--- src/rtl/adc_pkg.sv ---
// Shared definitions for the PmodAD1 data path: sample width and the
// window FSM states used by the pair averager.
package adc_pkg;

    localparam int ADC_W = 12;

    typedef enum logic {
        FIRST = 1'b0,
        ACCUM = 1'b1
    } win_state_t;

endpackage

--- src/rtl/adc_chan_stats.sv ---
// One channel's window statistics: running sum plus min/max, together with
// the values they take after the sample presented this cycle.
module adc_chan_stats
    import adc_pkg::*;
#(
    parameter int LOG2_N = 4
) (
    input  logic                     clk,
    input  logic                     rst,
    input  logic                     load_first,
    input  logic                     add,
    input  logic                     clr,
    input  logic [ADC_W-1:0]         sample,
    output logic [ADC_W+LOG2_N-1:0]  sum_next,
    output logic [ADC_W-1:0]         min_next,
    output logic [ADC_W-1:0]         max_next
);

    localparam int ACC_W = ADC_W + LOG2_N;

    logic [ACC_W-1:0] acc_q;
    logic [ADC_W-1:0] min_q;
    logic [ADC_W-1:0] max_q;

    // Strict compares so a tie keeps the value already held.
    always_comb begin
        sum_next = load_first ? ACC_W'(sample) : acc_q + ACC_W'(sample);
        min_next = (load_first || sample < min_q) ? sample : min_q;
        max_next = (load_first || sample > max_q) ? sample : max_q;
    end

    // NOTE: state registers use non-blocking assignments so every flop
    // samples pre-edge values regardless of block ordering.
    always_ff @(posedge clk or posedge rst) begin
        if (rst) begin
            acc_q <= '0;
            min_q <= '0;
            max_q <= '0;
        end else if (clr) begin
            acc_q <= '0;
            min_q <= '0;
            max_q <= '0;
        end else if (load_first || add) begin
            acc_q <= sum_next;
            min_q <= min_next;
            max_q <= max_next;
        end
    end

endmodule

--- src/rtl/adc_pair_averager.sv ---
// Dual-channel boxcar averager/decimator: averages 2^LOG2_N sample pairs and
// presents mean, min and max per channel through a valid/ready register.
module adc_pair_averager
    import adc_pkg::*;
#(
    parameter int LOG2_N = 4
) (
    input  logic             clk,
    input  logic             rst,
    input  logic             in_valid,
    input  logic [ADC_W-1:0] in_data0,
    input  logic [ADC_W-1:0] in_data1,
    input  logic             clear,
    output logic             out_valid,
    input  logic             out_ready,
    output logic [ADC_W-1:0] out_avg0,
    output logic [ADC_W-1:0] out_avg1,
    output logic [ADC_W-1:0] out_min0,
    output logic [ADC_W-1:0] out_min1,
    output logic [ADC_W-1:0] out_max0,
    output logic [ADC_W-1:0] out_max1,
    output logic             overrun
);

    localparam int ACC_W = ADC_W + LOG2_N;
    localparam int CNT_W = (LOG2_N > 0) ? LOG2_N : 1;
    localparam logic [CNT_W-1:0] CNT_LAST = CNT_W'((1 << LOG2_N) - 1);
    localparam bit PASS_THRU = (LOG2_N == 0);

    win_state_t       state;
    logic [CNT_W-1:0] cnt;

    logic             accept;
    logic             load_first;
    logic             add;
    logic             complete;
    logic             out_load;

    logic [ACC_W-1:0] sum0, sum1;
    logic [ADC_W-1:0] min0, min1, max0, max1;
    logic [ADC_W-1:0] avg0, avg1;

    // NOTE: every combinational output gets a value on every path so no
    // latch is inferred.
    always_comb begin
        accept     = in_valid && !clear;
        load_first = accept && (state == FIRST);
        add        = accept && (state == ACCUM);
        complete   = PASS_THRU ? load_first : (add && cnt == CNT_LAST);
        out_load   = complete && (!out_valid || out_ready);
        avg0       = ADC_W'(sum0 >> LOG2_N);
        avg1       = ADC_W'(sum1 >> LOG2_N);
    end

    adc_chan_stats #(.LOG2_N(LOG2_N)) u_chan0 (
        .clk        (clk),
        .rst        (rst),
        .load_first (load_first),
        .add        (add),
        .clr        (clear),
        .sample     (in_data0),
        .sum_next   (sum0),
        .min_next   (min0),
        .max_next   (max0)
    );

    adc_chan_stats #(.LOG2_N(LOG2_N)) u_chan1 (
        .clk        (clk),
        .rst        (rst),
        .load_first (load_first),
        .add        (add),
        .clr        (clear),
        .sample     (in_data1),
        .sum_next   (sum1),
        .min_next   (min1),
        .max_next   (max1)
    );

    always_ff @(posedge clk or posedge rst) begin
        if (rst) begin
            state     <= FIRST;
            cnt       <= '0;
            out_valid <= 1'b0;
            out_avg0  <= '0;
            out_avg1  <= '0;
            out_min0  <= '0;
            out_min1  <= '0;
            out_max0  <= '0;
            out_max1  <= '0;
            overrun   <= 1'b0;
        end else begin
            // Window control; a clear restarts the window and drops the sample.
            if (clear) begin
                state <= FIRST;
                cnt   <= '0;
            end else if (complete) begin
                state <= FIRST;
                cnt   <= '0;
            end else if (load_first) begin
                state <= ACCUM;
                cnt   <= CNT_W'(1);
            end else if (add) begin
                cnt   <= cnt + CNT_W'(1);
            end

            // Result register survives clear; a blocked result is lost.
            if (out_load) begin
                out_valid <= 1'b1;
                out_avg0  <= avg0;
                out_avg1  <= avg1;
                out_min0  <= min0;
                out_min1  <= min1;
                out_max0  <= max0;
                out_max1  <= max1;
            end else if (out_valid && out_ready) begin
                out_valid <= 1'b0;
            end

            if (clear) begin
                overrun <= 1'b0;
            end else if (complete && !out_load) begin
                overrun <= 1'b1;
            end
        end
    end

endmodule

--- config.mk ---
export PLATFORM = sky130hd
export DESIGN_NAME = adc_pair_averager
export DESIGN_NICKNAME = d
export VERILOG_FILES = /design/src/rtl/adc_pkg.sv /design/src/rtl/adc_chan_stats.sv /design/src/rtl/adc_pair_averager.sv
export SDC_FILE = /design/constraint.sdc
export NUM_CORES = 1
export LEC_CHECK = 0
export CORE_MARGIN = 2
export CORE_UTILIZATION = 30
export CTS_CLUSTER_SIZE = 25
export DETAILED_ROUTE_END_ITERATION = 7
export PLACE_DENSITY = 0.54
export RECOVER_POWER = 25
export SYNTH_ARGS = -nofsm -noshare
export SYNTH_HDL_FRONTEND = slang
export SYNTH_SLANG_ARGS = --single-unit
export TNS_END_PERCENT = 30
--- constraint.sdc ---
create_clock -name clk -period 15.5 [get_ports clk]
set_input_delay 3.1 -clock clk [delete_from_list [all_inputs] [get_ports clk]]
set_output_delay 3.1 -clock clk [all_outputs]
set_load 0.05 [all_outputs]
Word level (Yosys, flattened, before mapping)
Cells that the tools add are included.
{"block": "classes", "addsub": 3, "order_cmp": 4, "n_eq_ne": 1, "mux": 29, "bitwise": 1, "reduce_logical": 21}
{"operator": "two-way mux 12 bit", "count": 12}
{"operator": "two-way mux 16 bit", "count": 6}
{"operator": "adder 16 x 12 -> 16 bit", "count": 2}
{"operator": "greater-than comparator 12 bit", "count": 2}
{"operator": "less-than comparator 12 bit", "count": 2}
{"operator": "two-way mux 4 bit", "count": 4}
{"operator": "logical AND 1 bit", "count": 7}
{"operator": "two-way mux 1 bit", "count": 7}
{"operator": "logical OR 1 bit", "count": 6}
{"operator": "nonzero test 2 bit", "count": 3}
{"operator": "adder 4 x 1 -> 4 bit, second input constant", "count": 1}
{"operator": "== test 4 bit, second input constant", "count": 1}
{"operator": "nonzero test 4 bit", "count": 1}
{"operator": "zero test 1 bit", "count": 3}
{"operator": "nonzero test 3 bit", "count": 1}
{"operator": "inverter 1 bit", "count": 1}
{"block": "word_totals", "reg_bits": 159, "inputBits": 29, "out_inout_bits": 74, "word_cells": 75}

Logic depth before layout (Yosys ltp)
Gate-level depths: netlist of run 1.
{"block": "depth", "word_depth": 9, "ltp_mapped": 9, "depth_no_buf": 8}

Modules after synthesis
A second synthesis of run 1 with hierarchy kept.
{"block": "unflattened", "cells_unflattened": 884, "area_unflattened_um2": 9655.5}
{"mod": "adc_chan_stats", "n_inst": 2, "cells_per_inst": 345, "area_per_inst_um2": 3279.4, "seq_area_each_um2": 1001.0}
{"mod": "adc_pair_averager", "n_inst": 1, "cells_per_inst": 194, "area_per_inst_um2": 3096.7, "seq_area_each_um2": 1976.9}

Least setup slack after synthesis of run 1
No wires, ideal clock.
{"block": "synth_path", "path_type": "input-to-reg", "from": "input port in_data0[0]", "to": "register u_chan0.acc_q[12]", "setup_ps": 82, "arrival_ps": 4963, "required_time_ps": 15418, "setup_slack_ps": 10455, "cell_stages": 8, "path_buffers": 0, "cell_sequence": "ha_1 -> fa_1 -> a211oi_1 -> o21ai_0 -> a21oi_1 -> o21ai_1 -> or2_2 -> a31oi_1"}
{"block": "synth_between", "elab_chain_len": 4}
{"element": "start, declared", "line_no": "adc_pair_averager.sv:11", "text": "input logic [ADC_W-1:0] in_data0,"}
{"element": "adder 16 x 12 -> 16 bit", "line_no": "adc_chan_stats.sv:27", "text": "sum_next = load_first ? ACC_W'(sample) : acc_q + ACC_W'(sample);"}
{"element": "two-way mux 16 bit", "line_no": "adc_chan_stats.sv:27"}
{"element": "two-way mux 16 bit", "line_no": "adc_chan_stats.sv:43", "text": "end else if (load_first || add) begin"}
{"element": "two-way mux 16 bit", "line_no": "adc_chan_stats.sv:39", "text": "end else if (clr) begin"}
{"element": "end signal, assigned", "line_no": "adc_chan_stats.sv:44", "text": "acc_q <= sum_next;"}
{"element": "end, declared", "line_no": "adc_chan_stats.sv:21", "text": "logic [ACC_W-1:0] acc_q;"}
No other way between the ends. The select of a mux whose other input is x is not followed.
A chain may end at the register's enable or synchronous reset.

Worst setup path after layout of run 1
{"block": "layout_path", "from": "input port in_valid", "to": "register out_min0[0]"}
{"block": "layout_between", "elab_chain_len": 4, "word_cells_on_any_way": 7, "classes_between": "mux: 1; reduce/logical: 6"}
{"element": "start, declared", "line_no": "adc_pair_averager.sv:10", "text": "input logic in_valid,"}
{"element": "logical AND 1 bit *", "line_no": "adc_pair_averager.sv:46", "text": "accept = in_valid && !clear;"}
{"element": "logical AND 1 bit, on equally long branches", "line_no": "adc_pair_averager.sv:47, adc_pair_averager.sv:48"}
{"element": "logical OR 1 bit / logical AND 1 bit (equally long branches)", "line_no": "adc_chan_stats.sv:28, adc_pair_averager.sv:49"}
{"element": "two-way mux 12 bit / logical AND 1 bit (equally long branches)", "line_no": "adc_chan_stats.sv:28, adc_pair_averager.sv:50"}
{"element": "end signal, assigned", "line_no": "adc_pair_averager.sv:111", "text": "out_min0 <= min0;"}
{"element": "end, declared", "line_no": "adc_pair_averager.sv:18", "text": "output logic [ADC_W-1:0] out_min0,"}
Mark *: on every way between the ends. The rest lies on a longest branch, timed or not.

==> results.ini, run 1 <==
[floorplan]
dieWidth_um = 184
start_util = 0.305
io_pins = 103
dieArea_sq_um = 33800
die_height_um = 184
num_rows = 65
core_area_sq_um = 31700

[worst_setup_path]
regToRegStartpoint = state
critPathLaunch = in_valid
path_buf_inv = 3
crit_cells = 9
path_class = in2reg
cpMostUsedCell = nand3b_1
endpoint_kind = flop
worst-r2r-cell-count = 7
crit_path_max_fanout = 56
cp-endpoint = out_min0[0]
startpoint_type = primary input
rr_endpoint = out_min0[0]
cp_cell_sequence = clkdlybuf4s50_1 -> clkbuf_1 -> nand3b_1 -> or2_2 -> nor2_4 -> buf_4 -> nand3b_1 -> o22a_2 -> o221a_1
max_stage_delay_ns = 1.49
critical_path_arrival_ns = 8.34
slowest_stage = clkbuf_1
cp_top_family = buffers and inverters
r2r_slack_ns = 12.35
required_ns = 15.84

[placement]
io_buffer_count = 102
dpl_cell_area_sq_um = 11100
place_ws_ns = 8.57
dp.cells = 1482
place_hpwl_mm = 18.1
place.gp.congestion = 0.816

[synthesis]
synth_flop_cell = dfrtp_1
syn_area_sq_um = 9690
synth_area_per_cell_sq_um = 9.49
ys_async_sr_fraction = 1.00
ys_ff_latch = 159
synth_top_area_share = 0.411
ys_seq_area_frac = 0.411
synth_edf_count = 0
synth_largest_area_cell = dfrtp_1
syn_nets = 1123
synth_cell_types = 60
synth_warnings = 0
synth_cells = 1021
synth.area.top_cells = dfrtp_1, ha_1, mux2i_1, nand2b_1, o21ai_0

[cells_and_area]
finish.instance_area_sq_um = 11700
layout_commonest_cell = dfrtp_1
final_nets = 1201
diodes = 0
synthToLayoutAreaGrowth_pct = 20.4
final_cell_mix = dfrtp_1, clkdlybuf4s50_1, mux2i_1
n_fill_cell = 3187
final_cells = 1514
drive_above_1_share = 0.0495
final_util = 0.368

[timing]
worst_pin_slew_ns = 4.57
period_minus_slack_ns = 7.99
fmaxAchievable_mhz = 125
setup_violations = 0
final.period_utilization = 0.516
finalWorstSetupSlack_ns = 7.51
finalMaxSlewViolations = 145
relSlewSlack = -2.05
fin_tns_setup_ns = 0
hold_viol = 0
rsz0062_at_grt = false
clock_skew_ns = 0.0213
timing.hold.ws_ns = 0.487

[pwr]
pwr-share-seq = 0.406
clockPowerShare = 0.394
power.internal_uw = 744
ir_drop_mv = 0.0555
sw_frac_of_total = 0.328
p_switching_uw = 363
power_mw = 1.11
powerDensity_nw_per_um2 = 94.9
p_comb_frac = 0.200
p_leak_nw = 5.12

[detailed_routing]
antenna_left = 0
firstDrtPassIters = 5
avgRoutedWirePerCell_um = 17.2
met2WireLength_mm = 12.4
routed_wl_mm = 26.1
drtIter0Drc = 404
top_layer = met4
vias = 7770
drc = 0
vias_per_cell = 5.13
routed-wl-met3_mm = 1.04
wl_met1_mm = 12.3

[clock_tree]
clock-sinks = 159
clockBufferDepth = 2
cts_resized = 0
path_clk_slew_ns = 0.09
clockRootBuffer = clkbuf_16
clock_latency_ns = 0.45
post_cts_buffers = 0
cts_tree = yes
htree_levels = 4
hold_buffers = 0
cts_buffers = 17

[status]
outcome = finished, violations left
violations = capacitance limit, slew limit

[global_route]
grt_max_degree = 100
antenna_found_initial = 0
grt_pass1_vias = 7992
overflow = 0
grtUsageTotal = 0.161
grt_pass1_wl_mm = 43.1

[worst_hold_path]
hp-class = reg2reg

[flow_run]
cap_viol_max_count = 2

layout make-up:
| cell class | instances | area, sq um | area share |
|---|---|---|---|
| Clock buffer | 18 | 439 | 0.0376 |
| Clock inverter | 14 | 158 | 0.0135 |
| Inverter | 57 | 215 | 0.0184 |
| Multi-Input combinational cell | 751 | 5280 | 0.452 |
| Sequential cell | 159 | 3980 | 0.341 |
| Tap cell | 402 | 503 | 0.0431 |
| Timing Repair Buffer | 113 | 1090 | 0.0938 |
worst register-to-register path, stage by stage, from the launching register on:
cell and delay (ns):
dfrtp_1 0.35, nand3b_1 0.50, or2_2 0.60, nor2_4 0.11, buf_4 0.51, nand3b_1 0.52, o22a_2 0.36, o221a_1 0.11
power by group through the flow:
stage	registers [mW]	clock network (mW)	logic, mW
floorplan	0.450	0	0.164
global placement	0.458	0	0.219
detailed placement	0.457	0	0.223
CTS	0.450	0.444	0.224
global route	0.453	0.464	0.249
finish	0.450	0.436	0.222
cell families after synthesis:
kind of cell	Yosys count	share of synthesized area
AOI/OAI and AO/OA	264	0.182
DFF	159	0.411
and+or+nand+nor	309	0.159
xor gates and xnor gates	17	0.0154
muxes	88	0.0909
buffers and inverters	111	0.0457
adders and majority gates	73	0.0958
Yosys cell counts (4+ instances only):
master / instances
dfrtp_1: 159
mux2i_1: 88
nand2b_1: 84
nand2_1: 83
ha_1: 71
o21ai_0: 69
nor2_1: 66
inv_1: 57
a21oi_1: 42
clkbuf_1: 37
a21o_1: 24
a31oi_1: 22
nand3_1: 22
a211oi_1: 19
buf_2: 12
xnor2_1: 12
nand4_1: 11
o211ai_1: 11
o22a_1: 11
o221a_1: 10
nor2b_1: 8
nor3_1: 8
o21a_1: 8
o31ai_1: 7
o31a_1: 6
or3_1: 6
xor2_1: 5
and3_1: 4
nand3b_1: 4
o22ai_1: 4
metal layers:
| metal | vias up | global-route usage |
|---|---|---|
| li1 | 3813 | - |
| met1 | 3778 | 0.213 |
| met4 | 0 | 0.0432 |
| met5 | - | 0 |
| met2 | 159 | 0.270 |
| met3 | 20 | 0.0285 |
flip-flops by register name, indices dropped and copies added, names as in the netlist:
name / cells
cnt: 4
out_avg0: 12
out_avg1: 12
out_max0: 12
out_max1: 12
out_min0: 12
out_min1: 12
out_valid: 1
overrun: 1
state: 1
u_chan0.acc_q: 16
u_chan0.max_q: 12
u_chan0.min_q: 12
u_chan1.acc_q: 16
u_chan1.max_q: 12
u_chan1.min_q: 12
worst min path at each step:
stage	from	endpoint	cells after the start
after global placement	out_max1[10]	out_max1[10]	2
after floorplan	u_chan1.acc_q[7]	u_chan1.acc_q[7]	2
final	out_min1[11]	out_min1[11]	2
after detailed placement	out_min1[8]	out_min1[8]	2
after CTS	out_max1[11]	out_max1[11]	2
after global routing	out_avg1[10]	out_avg1[10]	2
Power figures use the tool's default switching activity.
==> run 2, diff against run 1 <==
--- a/config.mk
+++ b/config.mk
@@ -9,7 +9,7 @@
 export CORE_UTILIZATION = 30
 export CTS_CLUSTER_SIZE = 25
 export DETAILED_ROUTE_END_ITERATION = 7
-export PLACE_DENSITY = 0.54
+export PLACE_DENSITY = 0.55
 export RECOVER_POWER = 25
 export SYNTH_ARGS = -nofsm -noshare
 export SYNTH_HDL_FRONTEND = slang
==> constraint.sdc (replaced) <==
create_clock -name clk -period 6.6 [get_ports clk]
set_input_delay 1.32 -clock clk [delete_from_list [all_inputs] [get_ports clk]]
set_output_delay 1.32 -clock clk [all_outputs]
set_load 0.05 [all_outputs]
==> results.ini, run 2 (same netlist as run 1, synthesis figures left out) <==
[floorplan]
start_util = 0.305
num_rows = 65
dieArea_sq_um = 33800
die_height_um = 184
dieWidth_um = 184
core_area_sq_um = 31700
io_pins = 103

[worst_setup_path]
worst-r2r-cell-count = 7
required_ns = 6.92
rr_endpoint = out_min0[11]
path_class = in2reg
regToRegStartpoint = state
critPathLaunch = in_valid
startpoint_type = primary input
endpoint_kind = flop
critical_path_arrival_ns = 4.66
crit_path_max_fanout = 43
r2r_slack_ns = 3.40

[placement]
io_buffer_count = 102
place_hpwl_mm = 18.1
dp.cells = 1485
dpl_cell_area_sq_um = 11100
place.gp.congestion = 0.827

[detailed_routing]
avgRoutedWirePerCell_um = 17.2
drtIter0Drc = 446
routed_wl_mm = 26.2
antenna_left = 0
vias_per_cell = 5.10
drc = 0
firstDrtPassIters = 5
vias = 7739

[pwr]
power_mw = 2.59
pwr-share-seq = 0.409
sw_frac_of_total = 0.328
p_leak_nw = 5.13
clockPowerShare = 0.389
p_comb_frac = 0.202
ir_drop_mv = 0.169
p_switching_uw = 848
power.internal_mw = 1.74
powerDensity_nw_per_um2 = 221

[clock_tree]
htree_levels = 4
cts_buffers = 17
cts_tree = yes
post_cts_buffers = 0
clock_latency_ns = 0.44
hold_buffers = 0
path_clk_slew_ns = 0.07
clockBufferDepth = 2
clockRootBuffer = clkbuf_16
cts_resized = 0
clock-sinks = 159

[global_route]
grtUsageTotal = 0.161
antenna_found_initial = 0
grt_max_degree = 99
grt_pass1_vias = 7814
grt_pass1_wl_mm = 42.9
overflow = 0

[timing]
fin_tns_setup_ns = 0
timing.hold.ws_ns = 0.486
setup_violations = 0
clock_skew_ns = 0.0129
rsz0062_at_grt = false
relSlewSlack = -0.532
hold_viol = 0
fmaxAchievable_mhz = 230
worst_pin_slew_ns = 2.29
finalMaxSlewViolations = 51
period_minus_slack_ns = 4.34
final.period_utilization = 0.658

[cells_and_area]
finish.instance_area_sq_um = 11700
final_nets = 1204
diodes = 0
synthToLayoutAreaGrowth_pct = 20.6
n_fill_cell = 3218
layout_commonest_cell = dfrtp_1
final_cell_mix = dfrtp_1, clkdlybuf4s50_1, mux2i_1
drive_above_1_share = 0.0520
reg_top3 = u_chan0.acc_q (16), u_chan1.acc_q (16)
final_cells = 1517

[status]
violations = capacitance limit, slew limit
outcome = finished, violations left

[worst_hold_path]
min_path_cells = 2
hp-start = out_avg0[5]
hp-class = reg2reg
hold_end = out_avg0[5]

[flow_run]
cap_viol_max_count = 1

run 2: worst max path at each step:
stage	endpoint	slack (ns)	cells past startpoint
after floorplan	cnt[0]	0.99	1
after global placement	out_min0[10]	2.05	7
after detailed placement	out_min0[10]	2.06	7
after CTS	out_min0[11]	2.51	7
after global routing	out_min0[11]	2.07	8
final	out_min0[11]	2.26	8
run 2: critical path, stage by stage:
cell	delay [ns]
dlygate4sd3_1	0.61
nand3b_1	0.09
clkbuf_1	0.40
or2_2	0.48
nor2_4	0.36
buf_4	0.49
a31oi_1	0.50
o221a_2	0.40
run 2: final cells by class:
cell class,count,area (sq um),area share
clock buffer,17,425,0.0364
clock inverter,15,168,0.0143
inverter,57,215,0.0184
multi-input combinational,751,5280,0.452
sequential,159,3980,0.341
tap,402,503,0.0430
timing repair buffer,116,1120,0.0956
run 2: power by group through the flow:
stage,Clock [mW],Sequential [mW],Combinational [mW]
CTS,1.03,1.06,0.526
floorplan,0,1.06,0.384
detailed placement,0,1.08,0.523
finish,1.01,1.06,0.522
global placement,0,1.08,0.515
global route,1.08,1.06,0.587
run 2: metal layers:
layer | vias up | routed length [um] | global-route usage
met2 | 157 | 12200 | 0.263
met5 | - | 0 | 0
li1 | 3817 | - | -
met1 | 3746 | 12800 | 0.221
met4 | 0 | 238 | 0.0333
met3 | 19 | 942 | 0.0317
run 2: through the flow:
step / worst slack (ns) / utilization
CTS: 2.51 / 0.369
global placement: 2.05 / 0.350
finish: 2.26 / 0.368
detailed placement: 2.06 / 0.350
global route: 2.07 / 0.368
floorplan: 0.988 / -
